File: config.mk
export PLATFORM = sky130hd
export DESIGN_NAME = access_req_arbiter
export DESIGN_NICKNAME = d
export VERILOG_FILES = /design/src/rtl/access_req_arbiter.sv
export SDC_FILE = /design/constraint.sdc
export NUM_CORES = 1
export LEC_CHECK = 0
export BUFFER_PORTS_ARGS = -buffer_cell sky130_fd_sc_hd__buf_4
export CAP_MARGIN = 20
export CORE_MARGIN = 5
export CORE_UTILIZATION = 48
export CTS_BUF_LIST = sky130_fd_sc_hd__clkbuf_4 sky130_fd_sc_hd__clkbuf_8
export CTS_CLUSTER_DIAMETER = 80
export CTS_CLUSTER_SIZE = 8
export DETAILED_ROUTE_END_ITERATION = 8
export HOLD_SLACK_MARGIN = 0.03
export PLACE_DENSITY = 0.74
export SLEW_MARGIN = 20
export SYNTH_ARGS = -nofsm -noshare
export SYNTH_HDL_FRONTEND = slang
export SYNTH_SLANG_ARGS = --single-unit
File: constraint.sdc
create_clock -name clk -period 2.4 [get_ports clk]
set_clock_uncertainty 0.2 [all_clocks]
set_input_delay 0.12 -clock clk [delete_from_list [all_inputs] [get_ports clk]]
set_output_delay 0.12 -clock clk [all_outputs]
set_load 0.02 [all_outputs]
File: src/rtl/access_req_arbiter.sv
// Front end of the MPU access checker: one request slot per core, round-robin
// issue of one check at a time, per-core response pulses and violation reporting.
module access_req_arbiter #(
  parameter int NUM_CORES     = 4,
  parameter int CORE_ID_WIDTH = 2,
  parameter int ADDR_WIDTH    = 32,
  parameter int TIMEOUT       = 16,
  parameter int VCNT_WIDTH    = 16
) (
  input  logic                            clk,
  input  logic                            rst_n,
  input  logic [NUM_CORES-1:0]            req_valid,
  output logic [NUM_CORES-1:0]            req_ready,
  input  logic [NUM_CORES*ADDR_WIDTH-1:0] req_addr,
  input  logic [NUM_CORES-1:0]            req_we,
  output logic [NUM_CORES-1:0]            rsp_valid,
  output logic                            rsp_granted,
  output logic                            rsp_timeout,
  output logic                            chk_cs,
  output logic [CORE_ID_WIDTH-1:0]        chk_core_id,
  output logic [ADDR_WIDTH-1:0]           chk_addr,
  output logic                            chk_we,
  input  logic                            chk_result,
  input  logic                            chk_bsy,
  output logic                            viol_valid,
  output logic [CORE_ID_WIDTH-1:0]        viol_core,
  output logic [ADDR_WIDTH-1:0]           viol_addr,
  output logic                            viol_we,
  output logic [VCNT_WIDTH-1:0]           viol_count,
  output logic                            o_dbg_state
);

  localparam int TIMER_W = (TIMEOUT > 1) ? $clog2(TIMEOUT) : 1;
  localparam logic [TIMER_W-1:0] TIMER_LAST = TIMER_W'(TIMEOUT - 1);

  typedef enum logic {
    ARB_IDLE = 1'b0,
    ARB_WAIT = 1'b1
  } arb_state_t;

  arb_state_t r_state;
  arb_state_t w_state_nxt;

  // Request slots
  logic [NUM_CORES-1:0]   r_pending;
  logic [ADDR_WIDTH-1:0]  r_slot_addr [NUM_CORES];
  logic [NUM_CORES-1:0]   r_slot_we;

  // Arbitration / check tracking
  logic [CORE_ID_WIDTH-1:0] r_rr_ptr;
  logic [CORE_ID_WIDTH-1:0] r_sel;
  logic [TIMER_W-1:0]       r_timer;
  logic                     r_seen_bsy;
  logic                     r_chk_cs;
  logic [ADDR_WIDTH-1:0]    r_chk_addr;
  logic                     r_chk_we;

  // Response / violation registers
  logic [NUM_CORES-1:0]     r_rsp_valid;
  logic                     r_rsp_granted;
  logic                     r_rsp_timeout;
  logic                     r_viol_valid;
  logic [CORE_ID_WIDTH-1:0] r_viol_core;
  logic [ADDR_WIDTH-1:0]    r_viol_addr;
  logic                     r_viol_we;
  logic [VCNT_WIDTH-1:0]    r_viol_count;

  logic [NUM_CORES-1:0]     w_capture;
  logic [NUM_CORES-1:0]     w_release;
  logic [CORE_ID_WIDTH-1:0] w_pick;
  logic                     w_pick_found;
  logic                     w_issue;
  logic                     w_respond;
  logic                     w_granted;
  logic                     w_timeout_hit;

  // Index arithmetic modulo NUM_CORES; step is always below NUM_CORES.
  function automatic logic [CORE_ID_WIDTH-1:0] wrap_add(
    input logic [CORE_ID_WIDTH-1:0] idx,
    input int                       step
  );
    int v_sum;
    v_sum = int'(idx) + step;
    if (v_sum >= NUM_CORES) begin
      v_sum = v_sum - NUM_CORES;
    end
    return CORE_ID_WIDTH'(v_sum);
  endfunction

  // Handshake: a core's request is taken on any cycle where req_valid[i] and
  // req_ready[i] are both high; ready drops while the slot holds a request and
  // rises again in the cycle that slot's rsp_valid pulse is presented.
  assign req_ready = ~r_pending;
  assign w_capture = req_valid & ~r_pending;
  assign w_release = w_respond ? (NUM_CORES'(1) << r_sel) : '0;

  // First pending core at or after the round-robin pointer.
  always_comb begin
    w_pick       = r_rr_ptr;
    w_pick_found = 1'b0;
    for (int k = 0; k < NUM_CORES; k++) begin
      if (!w_pick_found && r_pending[wrap_add(r_rr_ptr, k)]) begin
        w_pick       = wrap_add(r_rr_ptr, k);
        w_pick_found = 1'b1;
      end
    end
  end

  always_ff @(posedge clk or negedge rst_n) begin
    if (!rst_n) begin
      r_state <= ARB_IDLE;
    end else begin
      r_state <= w_state_nxt;
    end
  end

  always_comb begin
    w_state_nxt   = r_state;
    w_issue       = 1'b0;
    w_respond     = 1'b0;
    w_granted     = 1'b0;
    w_timeout_hit = 1'b0;
    case (r_state)
      ARB_IDLE: begin
        // A checker still busy from an abandoned check blocks the next issue.
        if (w_pick_found && !chk_bsy) begin
          w_issue     = 1'b1;
          w_state_nxt = ARB_WAIT;
        end
      end
      ARB_WAIT: begin
        if (r_seen_bsy && !chk_bsy) begin
          w_respond   = 1'b1;
          w_granted   = chk_result;
          w_state_nxt = ARB_IDLE;
        end else if (r_timer == TIMER_LAST) begin
          w_respond     = 1'b1;
          w_timeout_hit = 1'b1;
          w_state_nxt   = ARB_IDLE;
        end
      end
      default: w_state_nxt = ARB_IDLE;
    endcase
  end

  always_ff @(posedge clk or negedge rst_n) begin
    if (!rst_n) begin
      r_pending <= '0;
    end else begin
      r_pending <= (r_pending & ~w_release) | w_capture;
    end
  end

  always_ff @(posedge clk or negedge rst_n) begin
    if (!rst_n) begin
      for (int i = 0; i < NUM_CORES; i++) begin
        r_slot_addr[i] <= '0;
      end
      r_slot_we <= '0;
    end else begin
      for (int i = 0; i < NUM_CORES; i++) begin
        if (w_capture[i]) begin
          r_slot_addr[i] <= req_addr[i*ADDR_WIDTH +: ADDR_WIDTH];
          r_slot_we[i]   <= req_we[i];
        end
      end
    end
  end

  always_ff @(posedge clk or negedge rst_n) begin
    if (!rst_n) begin
      r_rr_ptr   <= '0;
      r_sel      <= '0;
      r_timer    <= '0;
      r_seen_bsy <= 1'b0;
      r_chk_cs   <= 1'b0;
      r_chk_addr <= '0;
      r_chk_we   <= 1'b0;
    end else begin
      r_chk_cs <= w_issue;
      if (w_issue) begin
        r_sel      <= w_pick;
        r_rr_ptr   <= wrap_add(w_pick, 1);
        r_chk_addr <= r_slot_addr[w_pick];
        r_chk_we   <= r_slot_we[w_pick];
        r_timer    <= '0;
        r_seen_bsy <= 1'b0;
      end else if (r_state == ARB_WAIT) begin
        r_timer <= r_timer + TIMER_W'(1);
        if (chk_bsy) begin
          r_seen_bsy <= 1'b1;
        end
      end
    end
  end

  always_ff @(posedge clk or negedge rst_n) begin
    if (!rst_n) begin
      r_rsp_valid   <= '0;
      r_rsp_granted <= 1'b0;
      r_rsp_timeout <= 1'b0;
      r_viol_valid  <= 1'b0;
      r_viol_core   <= '0;
      r_viol_addr   <= '0;
      r_viol_we     <= 1'b0;
      r_viol_count  <= '0;
    end else begin
      r_rsp_valid  <= w_release;
      r_viol_valid <= w_respond && !w_granted;
      if (w_respond) begin
        r_rsp_granted <= w_granted;
        r_rsp_timeout <= w_timeout_hit;
        if (!w_granted) begin
          r_viol_core <= r_sel;
          r_viol_addr <= r_slot_addr[r_sel];
          r_viol_we   <= r_slot_we[r_sel];
          if (r_viol_count != {VCNT_WIDTH{1'b1}}) begin
            r_viol_count <= r_viol_count + VCNT_WIDTH'(1);
          end
        end
      end
    end
  end

  assign rsp_valid   = r_rsp_valid;
  assign rsp_granted = r_rsp_granted;
  assign rsp_timeout = r_rsp_timeout;
  assign chk_cs      = r_chk_cs;
  assign chk_core_id = r_sel;
  assign chk_addr    = r_chk_addr;
  assign chk_we      = r_chk_we;
  assign viol_valid  = r_viol_valid;
  assign viol_core   = r_viol_core;
  assign viol_addr   = r_viol_addr;
  assign viol_we     = r_viol_we;
  assign viol_count  = r_viol_count;
  assign o_dbg_state = r_state;

endmodule

# Yosys cells after proc, flatten, opt, wreduce, memory -nomap -nowiden
# Index checks and enable logic that the tools add are counted.
[totals] reg_bits=238 elab_cells=126 output_inout_bits=99 inputBits=140
[op_classes] bitwise=9 n_addsub=11 shifts=1 n_lt_le_gt_ge=13 n_eq_ne=2 n_mux=49 reduce_logical=16
[ops] cell="32-bit binary-select mux with 2-bit select" count=2
[ops] cell="32-bit two-way mux" count=4
[ops] cell="1-bit two-way mux" count=24
[ops] cell="3-bit >= comparator, second input constant" count=6
[ops] cell="2-bit by 3-bit less-than comparator with 1-bit output, second input constant" count=6
[ops] cell="2-bit two-way mux" count=9
[ops] cell="16-bit by 1-bit adder with 16-bit output, second input constant" count=1
[ops] cell="16-bit inequality test, second input constant" count=1
[ops] cell="1-bit binary-select mux with 2-bit select" count=6
[ops] cell="4-bit two-way mux" count=3
[ops] cell="2-bit by 1-bit subtractor with 2-bit output, second input constant" count=5
[ops] cell="4-bit bitwise AND" count=2
[ops] cell="4-bit inverter" count=2
[ops] cell="2-bit by 1-bit adder with 3-bit output, second input constant" count=2
[ops] cell="2-bit by 2-bit adder with 3-bit output, second input constant" count=2
[ops] cell="1-bit logical AND" count=6
[ops] cell="2-bit inverter with 3-bit output" count=2
[ops] cell="1-bit logical NOT" count=5
[ops] cell="4-bit by 1-bit adder with 4-bit output, second input constant" count=1
[ops] cell="4-bit equality test, second input constant" count=1
[ops] cell="4-bit OR" count=1
[ops] cell="2-bit AND reduction" count=2
[ops] cell="2-bit nonzero test" count=2
[ops] cell="1-bit by 2-bit << shifter with 4-bit output, first input constant" count=1
[ops] cell="4 further kinds" count=5

# Logic depth before layout (Yosys ltp)
[depth] depth_word=19 ltp_mapped=9 ltp_nobuf=6

# Worst setup path before layout
# No wires, ideal clock.
[synth_path] path_kind="reg2reg" startpoint="reg r_timer[0]" endpoint="reg r_viol_addr[24] (netlist: viol_addr[24])" n_path_buf=2 t_required_ps=2075 path_stages_with_launch=7 arrival_time_ps=1972 period_less_slack_ps=2297 setup_time_ps=125 setup_slack_ps=103 path_cell_list="dfrtp_1 ha_1 and3_1 o211ai_1 clkbuf_1 buf_2 mux2_2"
[synth_via] elab_chain_len=5
[synth_rtl] element="start, declared" line="52" rtl="logic [TIMER_W-1:0] r_timer;"
[synth_rtl] element="start signal, assigned" line="189" rtl="r_timer <= r_timer + TIMER_W'(1);"
[synth_rtl] element="4-bit equality test" line="136" rtl="end else if (r_timer == TIMER_LAST) begin"
[synth_rtl] element="1-bit two-way mux" line="136"
[synth_rtl] element="1-bit two-way mux" line="132" rtl="if (r_seen_bsy && !chk_bsy) begin"
[synth_rtl] element="1-bit two-way mux" line="123" rtl="case (r_state)"
[synth_rtl] element="2-bit AND reduction (no line)"
[synth_rtl] element="end signal, assigned" line="215" rtl="r_viol_addr <= r_slot_addr[r_sel];"
[synth_rtl] element="end, declared" line="64" rtl="logic [ADDR_WIDTH-1:0] r_viol_addr;"
# Every way passes these cells.
# A chain may end at the register's enable or synchronous reset.

# Worst setup path in the final report
[layout_path] startpoint="reg r_pending[0]" endpoint="reg r_chk_addr[21] (netlist: chk_addr[21])"
[layout_via] elab_chain_len=16 elab_cells_between_ends=29 cone_classes="mux (21); bitwise (1); reduce/logical (7)"
[layout_rtl] element="start, declared" line="45" rtl="logic [NUM_CORES-1:0] r_pending;"
[layout_rtl] element="start signal, assigned" line="150" rtl="r_pending <= (r_pending & ~w_release) | w_capture;"
[layout_rtl] element="1-bit binary-select mux with 2-bit select" line="102" rtl="if (!w_pick_found && r_pending[wrap_add(r_rr_ptr, k)]) begin"
[layout_rtl] element="1-bit two-way mux (implied by the code)" line="102"
[layout_rtl] element="1-bit two-way mux" line="102"
[layout_rtl] element="1-bit logical NOT" line="102"
[layout_rtl] element="1-bit logical AND" line="102"
[layout_rtl] element="1-bit two-way mux" line="102"
[layout_rtl] element="1-bit logical NOT" line="102"
[layout_rtl] element="1-bit logical AND" line="102"
[layout_rtl] element="1-bit two-way mux" line="102"
[layout_rtl] element="1-bit logical NOT" line="102"
[layout_rtl] element="1-bit logical AND" line="102"
[layout_rtl] element="2-bit two-way mux" line="102"
[layout_rtl] element="2-bit inverter with 3-bit output (implied by the code)" line="184" rtl="r_chk_addr <= r_slot_addr[w_pick];"
[layout_rtl] element="32-bit binary-select mux with 2-bit select" line="184"
[layout_rtl] element="32-bit two-way mux (implied by the code) (2 in a row)" line="184"
[layout_rtl] element="end signal, assigned" line="184"
[layout_rtl] element="end, declared" line="55" rtl="logic [ADDR_WIDTH-1:0] r_chk_addr;"
# Several ways; a longest one is shown, not always the timed one. The select of a mux whose other input is x is not followed.

==> key figures <==
STA
  – Min Tclk post-route: 2.28 ns
  – Final hold vios: 0
  – Hold_ws: 0.0488 ns
  – TNS Setup: 0 ns
  – Fin. max-slew vios: 0
  – Setup violators final: 0
  – Rel. slew slack: 64.6%
  – Setup WS post-layout: 0.116 ns
  – Final Cycle Share: 95.2%
  – Measured slew at the worst slew-check pin: 0.531 ns
  – RSZ-0062 raised after global routing: false
  – Max Fclk: 0.438 GHz

Worst setup path
  – Max Fanout on Critical Path: 13
  – CP cell instances: nor4_2 -> or3_1 -> or3_2 -> buf_4 -> a211oi_2 -> a211oi_1
  – WS Path Type: reg -> reg
  – Worst r2r src: r_pending[0]
  – Critical Path AT: 2.46 ns
  – Required @ worst endpoint: 2.58 ns
  – Crit path max-delay cell type: or3_2
  – Crit end category: flip-flop
  – CP Depth: 6
  – Nature of the critical path startpoint: flip-flop
  – WP buf/inv: 1
  – CP max stage delay: 0.55 ns
  – Top delay family on crit path: simple AND/OR/NAND/NOR gates
  – R2R Setup Slk: 0.12 ns
  – Worst R2R Path Depth: 6
  – Reg-to-reg endpoint: chk_addr[21]

CTS
  – CTS Buffer Depth: 3
  – CTS tree: built
  – H-tree depth: 2
  – CTS sink cnt: 238
  – Worst-Skew Late Latency: 0.52 ns
  – Clock slew at reported path FFs: 0.06 ns
  – Total CTS buffers: 35
  – CTS root buffer: clkbuf_8

Floorplanning
  – Core area: 22600 sq um
  – Die width: 161 um
  – IO Pins: 239
  – Die Y: 161 um
  – FP Rows: 55
  – Initial core utilization: 48.6%
  – Full die area: 26000 sq um

Finish
  – Commonest non-fill, non-tap cells in the layout: buf_4 (261), dfrtp_1 (235), dlygate4sd3_1 (142)
  – Commonest non-fill, non-tap cell in the layout: buf_4
  – Post-Layout Cell Count: 1530
  – Nets: 1383
  – Ratio of cells with drive above 1 in the final layout: 42.6%
  – Syn-to-layout area delta: 39.5%

Place
  – Port bufs: 238
  – Final Wtd Congestion: 0.814
  – DP HPWL: 20300 um
  – Cell total after placement: 1347
  – Dpl ws: 0.0955 ns

Logic synthesis
  – Synth Register Bits: 238
  – Cell variety after synth: 44
  – Syn Nets: 990
  – Asr flop ratio synth: 100%
  – Syn. warnings: 0
  – Post-Synthesis Cells: 848
  – Most used DFF post-synth: dfrtp_1
  – Number of synthesized flops with an enable pin: 0
  – Mapped Area: 11000 sq um
  – Post-Syn Area per Cell: 12.9 sq um
  – Register area share after synthesis: 54.3%

Power and ir drop
  – PD cells: 1320 nW/um^2
  – Sw Ratio: 38.8%
  – Sequential Power Share: 37.0%
  – Comb pwr share: 48.7%
  – Peak VDD IR: 0.685 mV
  – Leak: 6.84 nW
  – Pint: 12.4 mW
  – Sw power: 7.85 mW
  – Clk network pwr share: 14.3%

Drt
  – Via density: 5.67
  – Pre-antenna DRT Iters: 7
  – DR vias: 8676
  – DRC Markers: 0
  – Routed Wire Length: 32500 um
  – 1st-iter DRT viols: 418
  – Avg WL per Cell: 21.2 um
  – DRT antenna net count: 0

GRT
  – GR Overflow Total: 0
  – Largest net degree at the start of global routing: 69
  – Antenna violations before repair: 2
  – Vias in the first global route: 9428
  – All-Layer GR Usage: 24.9%
  – First-pass GRT wire length: 51600 um

Worst hold path
  – Hold_sp: req_valid[1]
  – WHS Endpoint: r_slot_addr[69]
  – Hold Path Class: in -> reg
  – Worst hold path depth: 4

Flow run
  – Number of max-cap violations: 0

Status
  – Status: finished clean
==> worst max-delay path by stage <==
stage / from / end
after global routing: r_pending[0] / chk_addr[29]
after detailed placement: r_pending[2] / chk_addr[23]
final: r_pending[0] / chk_addr[21]
after floorplan: r_timer[0] / viol_addr[24]
after CTS: r_pending[2] / chk_addr[31]
after global placement: r_pending[2] / chk_addr[25]
==> synth_stat cells (all sizes together), types with 2 or more instances <==
cell      n  area (sq um)
xor2      6          52.6
nand2    51           191
inv      39           146
nand3     7          35.0
mux2i    33           330
a41oi     2          17.5
o21ai    37           189
a31oi    33           206
mux4     33           743
and3      5          31.3
nor2     42           158
o21a      4          30.0
ha        2          25.0
or3       2          12.5
mux2    136          1530
clkbuf   38           143
xnor2    10          87.6
o21bai    5          37.5
buf      24           161
nand4     6          37.5
nor4      4          31.3
nor3      4          20.0
nor2b     9          56.3
dfrtp   238          5960
a211oi   66           641
==> cell families (layout without fill, tap and decap cells) <==
family                   after synthesis  in the layout  synth area share, %
other                                  0              1                    0
AO/OA/AOI/OAI                        153            153                 10.7
AND/OR/NAND/NOR                      136            136                 5.67
XOR/XNOR                              16             16                 1.28
flip-flops                           238            238                 54.3
adder cells (fa/ha/maj)                2              2                0.228
multiplexers                         202            202                 23.8
buffers and inverters                101            497                 4.11
==> layer usage <==
layer	up-vias	global-route usage, %	share of wire (%)
li1	3854	-	-
met1	4401	31.8	40
met2	360	42.9	51
met3	59	5.64	6.9
met4	2	7.17	2.2
met5	-	0	0.040
==> power by group through the flow <==
| stage | Sequential (mW) | Clock, mW | Combinational, mW |
|---|---|---|---|
| 2_1_floorplan | 7.82 | 0 | 5.65 |
| 3_3_place_gp | 7.41 | 0 | 9.42 |
| 3_5_place_dp | 7.48 | 0 | 9.61 |
| 4_1_cts | 7.43 | 2.97 | 9.86 |
| 5_1_grt | 7.69 | 3.13 | 10.5 |
| 6_report | 7.47 | 2.89 | 9.84 |
==> worst min-delay path, stage by stage <==
cell,delay (ns)
buf_4,0.09
nor2b_4,0.13
buf_4,0.20
mux2_2,0.17
==> layout make-up <==
| class | instances | area, sq um |
|---|---|---|
| fillers | 1569 | 7270 |
| flip-flops and latches | 238 | 5960 |
| multi-input cells | 509 | 4620 |
| repair buffers | 418 | 3680 |
| clock buffers | 40 | 538 |
| well taps | 285 | 357 |
| inverters | 39 | 146 |
| diodes | 1 | 2.50 |
==> sequential cells by signal, indices dropped and copies added, names as in the netlist, 2 cells and up <==
signal and flops:
chk_addr 32, chk_core_id 2, r_pending 4, r_rr_ptr 2, r_slot_addr 128, r_slot_we 4, r_timer 4, rsp_valid 4
viol_addr 32, viol_core 2, viol_count 16
==> timing repair <==
action	in CTS	in global routing
hold buffers	142	0
setup endpoints to repair	0	3
gates resized for setup	0	1
endpoints found under the hold margin	382	0
setup buffers	0	0
==> stage by stage <==
step,area (sq um),utilization [%],power (mW)
after floorplan,11000,-,13.5
after global placement,13300,59.1,16.8
after detailed placement,13300,59.1,17.1
after CTS,15300,67.8,20.3
after global routing,15300,67.8,21.3
final,15300,67.8,20.2
Power figures use the tool's default switching activity.
